`src/rtl/alu_mul_sequencer.sv`:
```
// Multi-cycle RV64 MUL controller: shift-and-add, one ADD on the shared integer ALU per cycle.
// Optional build macro ALU_MUL_EARLY_EXIT_EN ends RUN once the remaining multiplier bits are zero.
module alu_mul_sequencer #(
  parameter int         WIDTH   = 64,
  parameter logic [3:0] ADD_OP  = 4'b0010,
  parameter logic [3:0] IDLE_OP = 4'b0000
) (
  input  logic             clk,
  input  logic             rst_n,
  input  logic             start,
  input  logic [WIDTH-1:0] multiplicand,
  input  logic [WIDTH-1:0] multiplier,
  output logic             busy,
  output logic             done,
  output logic [WIDTH-1:0] product,
  output logic [WIDTH-1:0] alu_input1,
  output logic [WIDTH-1:0] alu_input2,
  output logic [3:0]       alu_control_signal,
  input  logic [WIDTH-1:0] alu_result,
  output logic [1:0]       state_dbg
);

  // Handshake: start is taken only in IDLE (busy=0); busy stays high through RUN and DONE,
  // and done is a single-cycle pulse during which product is valid. start while busy is dropped.

  localparam int                CNT_W    = $clog2(WIDTH);
  localparam logic [CNT_W-1:0] LAST_CNT = CNT_W'(WIDTH - 1);

  typedef enum logic [1:0] {
    S_IDLE = 2'd0,
    S_RUN  = 2'd1,
    S_DONE = 2'd2
  } state_t;

  state_t             state;
  state_t             state_next;
  logic [WIDTH-1:0]   acc;
  logic [WIDTH-1:0]   acc_next;
  logic [WIDTH-1:0]   mcand;
  logic [WIDTH-1:0]   mplier;
  logic [CNT_W-1:0]   cnt;
  logic               early_term;
  logic               last_iter;

`ifdef ALU_MUL_EARLY_EXIT_EN
  // Only the bit consumed this cycle can still be set, so nothing is left to add afterwards.
  assign early_term = (mplier[WIDTH-1:1] == '0);
`else
  assign early_term = 1'b0;
`endif

  assign state_dbg = state;

  always_comb begin
    state_next         = state;
    busy               = 1'b0;
    done               = 1'b0;
    alu_input1         = '0;
    alu_input2         = '0;
    alu_control_signal = IDLE_OP;
    acc_next           = mplier[0] ? alu_result : acc;
    last_iter          = (cnt == LAST_CNT) || early_term;
    case (state)
      S_IDLE: begin
        if (start) state_next = S_RUN;
      end
      S_RUN: begin
        busy               = 1'b1;
        alu_input1         = acc;
        alu_input2         = mcand;
        alu_control_signal = ADD_OP;
        if (last_iter) state_next = S_DONE;
      end
      S_DONE: begin
        busy       = 1'b1;
        done       = 1'b1;
        state_next = S_IDLE;
      end
      default: state_next = S_IDLE;
    endcase
  end

  always_ff @(posedge clk) begin
    if (!rst_n) begin
      state   <= S_IDLE;
      acc     <= '0;
      mcand   <= '0;
      mplier  <= '0;
      cnt     <= '0;
      product <= '0;
    end else begin
      state <= state_next;
      case (state)
        S_IDLE: begin
          if (start) begin
            mcand   <= multiplicand;
            mplier  <= multiplier;
            acc     <= '0;
            cnt     <= '0;
            product <= '0;
          end
        end
        S_RUN: begin
          acc    <= acc_next;
          mcand  <= mcand << 1;
          mplier <= mplier >> 1;
          cnt    <= cnt + CNT_W'(1);
          // The final partial sum goes straight to product so it is valid during DONE.
          if (last_iter) product <= acc_next;
        end
        default: ;
      endcase
    end
  end

endmodule

```
`config.mk`:
```
export PLATFORM = sky130hd
export DESIGN_NAME = alu_mul_sequencer
export DESIGN_NICKNAME = d
export VERILOG_FILES = /design/src/rtl/alu_mul_sequencer.sv
export SDC_FILE = /design/constraint.sdc
export NUM_CORES = 1
export LEC_CHECK = 0
export ABC_CLOCK_PERIOD_IN_PS = 2150
export BUFFER_PORTS_ARGS = -buffer_cell sky130_fd_sc_hd__buf_2
export CAP_MARGIN = 10
export CORE_MARGIN = 2
export CORE_UTILIZATION = 25
export DETAILED_ROUTE_END_ITERATION = 6
export PLACE_DENSITY_LB_ADDON = 0.2
export SLEW_MARGIN = 0
export SYNTH_ARGS = -nofsm -noshare
export SYNTH_HDL_FRONTEND = slang
export SYNTH_SLANG_ARGS = --single-unit
```
`constraint.sdc`:
```
create_clock -name clk -period 2.15 [get_ports clk]
set_clock_uncertainty 0.1 [all_clocks]
set_input_delay 0.43 -clock clk [delete_from_list [all_inputs] [get_ports clk]]
set_output_delay 0.43 -clock clk [all_outputs]
set_load 0.01 [all_outputs]
```
==> results.yml <==
status:
  status: "complete, but fails checks"
  violations: "negative setup slack"
final_layout:
  final_cells: 2587
  drive_above_1_share_pct: 38.20
  syn_to_final_growth_pct: 45.15
  fillers: 5356
  final_nets: 2066
  multi_input_area_um2: 7620
  regArea_um2: 5291
sta:
  tightest_slew_ns: 0.7190
  rsz0062_at_grt: "true"
  setup_viol: 124
  layout_setup_ws_ns: -0.2070
  fin_crit_ns: 2.357
  clock.fmax_mhz: 424.3
  finalSetupTns_ns: -16.41
  period_share_pct: 109.6
  relSlewSlack_pct: 52.07
  slew_violations: 0
  hold_viol_final: 0
worst_setup_path:
  critPathLaunchType: "flip-flop"
  cp_max_fo: 6
  critPathCaptureType: "output pin"
  criticalPathCategory: "flip-flop to output pin"
  crit_required_ns: 1.62
  critPathArrivalTime_ns: 1.83
route:
  drtIter0Drc: 731
  first_pass_iters: 5
  avgRoutedWirePerCell_um: 19.54
  vias: 12687
  antenna_left: 0
  route.detailed.drc: 0
  via_per_inst: 4.904
  wl_um: 50550
floorplan:
  dieHeight_um: 234.3
  core-area_um2: 52450
  io_pins: 395
  die-width_um: 234.3
  rows: 84
  start_util_pct: 25.28
  die_area_um2: 54890
placement:
  post-place-ws_ns: -0.01518
  dp_cells: 2468
  dpl.hpwl_um: 30570
  io_buffers: 391
  finalWeightedCongestion: 0.7792
synthesis:
  synth_commonest_cells: "dfxtp_1, and2_1, o21ai_0"
  syn_area_um2: 13260
  ys_types: 40
  synth_seq_cells: 264
  async_reset_ff_share_pct: 0
  yosysMostFrequentCell: "dfxtp_1"
  syn_inst: 1501
  avgSynthCellArea_um2: 8.833
  synth_top_cell_area_share_pct: 39.86
  synth_edf_count: 0
  yosysWarnings: 0
  synth_top_cell_by_area: "dfxtp_1"
  yosys-top-cells-area: "dfxtp_1, mux2i_1, and2_1, o211a_1, o21ai_0"
  synth_flop_cell: "dfxtp_1"
  seq_area_frac_synth_pct: 39.86
clocking:
  cts_buffer_depth: 3
  clk_pin_slew_ns: 0.06
  postCtsHoldBufs: 0
  cts_tree: "done"
  clock_latency_ns: 0.54
  cts_sinks: 264
  clock-root-buffer: "clkbuf_16"
  cts_buffers: 34
  htreeDepth: 2
global_route:
  grt_pass1_wl_um: 72840
  grt_pass1_vias: 12317
  overflow: 0
  grt_max_degree: 101
  antenna_found_initial: 8
  grt_use_total_pct: 17.09
power:
  leakage_nw: 8.276
  power.density_nw_per_um2: 731.6
  ir_drop_mv: 0.4853
worst_hold_path:
  hold_path_class: "input pin to flip-flop"
flow_run:
  cap_viol_max_count: 0
sequential cells by signal (all words and copies together) (netlist names):
| name | count |
|---|---|
| cnt | 6 |
| mcand | 64 |
| acc | 64 |
| mplier | 64 |
| state_dbg | 2 |
| product | 64 |
critical path, stage by stage (launching register included):
cell and delay, ns:
dfxtp_2 0.35, inv_4 0.04, ha_4 0.19, buf_12 0.16, buf_12 0.14, clkbuf_16 0.16, and2_4 0.13, buf_6 0.11
worst paths after layout:
kind,startpoint,to,slack (ns),cells after the start
max reg2reg,state_dbg[1]$_SDFFE_PN0P_,product[46]$_SDFFE_PN0P_,0.10,11
min,multiplier[63],mplier[63]$_SDFFE_PN0P_,0.07,3
min reg2reg,acc[37]$_SDFFE_PN0P_,acc[37]$_SDFFE_PN0P_,0.37,2
max,state_dbg[1]$_SDFFE_PN0P_,alu_input1[22],-0.21,7
cell usage in the layout (no fill, tap or decap), types with 3 or more instances in the layout:
| cell type | instances |
|---|---|
| nand3_1 | 60 |
| o211a_1 | 63 |
| mux2_2 | 36 |
| mux2i_1 | 91 |
| nand3b_1 | 62 |
| clkbuf_8 | 7 |
| nor4_1 | 7 |
| buf_8 | 3 |
| clkinv_2 | 3 |
| buf_12 | 25 |
| nor4_2 | 3 |
| o21ai_0 | 119 |
| buf_4 | 39 |
| a311o_1 | 10 |
| buf_16 | 14 |
| conb_1 | 3 |
| bufbuf_16 | 3 |
| clkbuf_1 | 11 |
| a21oi_1 | 78 |
| a21boi_1 | 18 |
| dfxtp_1 | 261 |
| clkbuf_16 | 43 |
| nor3_1 | 12 |
| nand4_1 | 8 |
| nor2_1 | 32 |
| and2_4 | 125 |
| diode_2 | 9 |
| a21boi_0 | 47 |
| buf_2 | 265 |
| and2_1 | 6 |
| a22oi_1 | 42 |
| nand2_1 | 111 |
| nor2b_1 | 56 |
| o221ai_1 | 62 |
| buf_6 | 136 |
per-layer routing:
metal | global-route usage [%] | up-vias | share of wire, %
li1 | - | 6170 | -
met1 | 22.42 | 6077 | 44
met2 | 27.08 | 355 | 46
met3 | 4.450 | 79 | 6.7
met4 | 5.894 | 6 | 2.6
met5 | 0 | - | 0.075
power by group:
part	leakage, nW	internal [mW]	total, mW	switching [mW]
clock	0.521	3.28	5.58	2.30
combinational	5.59	1.47	2.99	1.52
sequential	2.16	5.22	5.50	0.280
cells by family after synthesis:
kind of cell	share of synthesized area, %
mux	10.10
simple gates	20.49
compound gates	23.42
flops	39.86
fa+ha+maj	0.3775
buf+inv	5.719
other cells	0.02829
timing repair:
item	4_1_cts	5_1_grt
endpoints found under the setup margin	130	171
setup buffers	28	6
resized for setup	200	110
cloned	17	8
pin swaps	2	0
final cells by class:
cell class	count	area share, %
clock inverter	6	0.2081
clock buffer	53	5.325
antenna	9	0.1170
multi-input combinational	1071	39.60
sequential	264	27.50
tap	688	4.473
timing repair buffer	493	22.70
inverter	3	0.08453
stage by stage:
stage                     hold WS, ns  utilization [%]  area [um2]  total power [mW]
after floorplan                0.3385                -       13270             7.034
after global placement         0.3491            30.61       16060             7.887
after CTS                     0.02787            35.58       18660             14.19
after global routing          0.04649            36.66       19230             14.76
final                         0.06548            36.69       19240             14.08
after detailed placement       0.3598            30.61       16060             7.920
No activity file was read; power rests on OpenSTA's default activity.
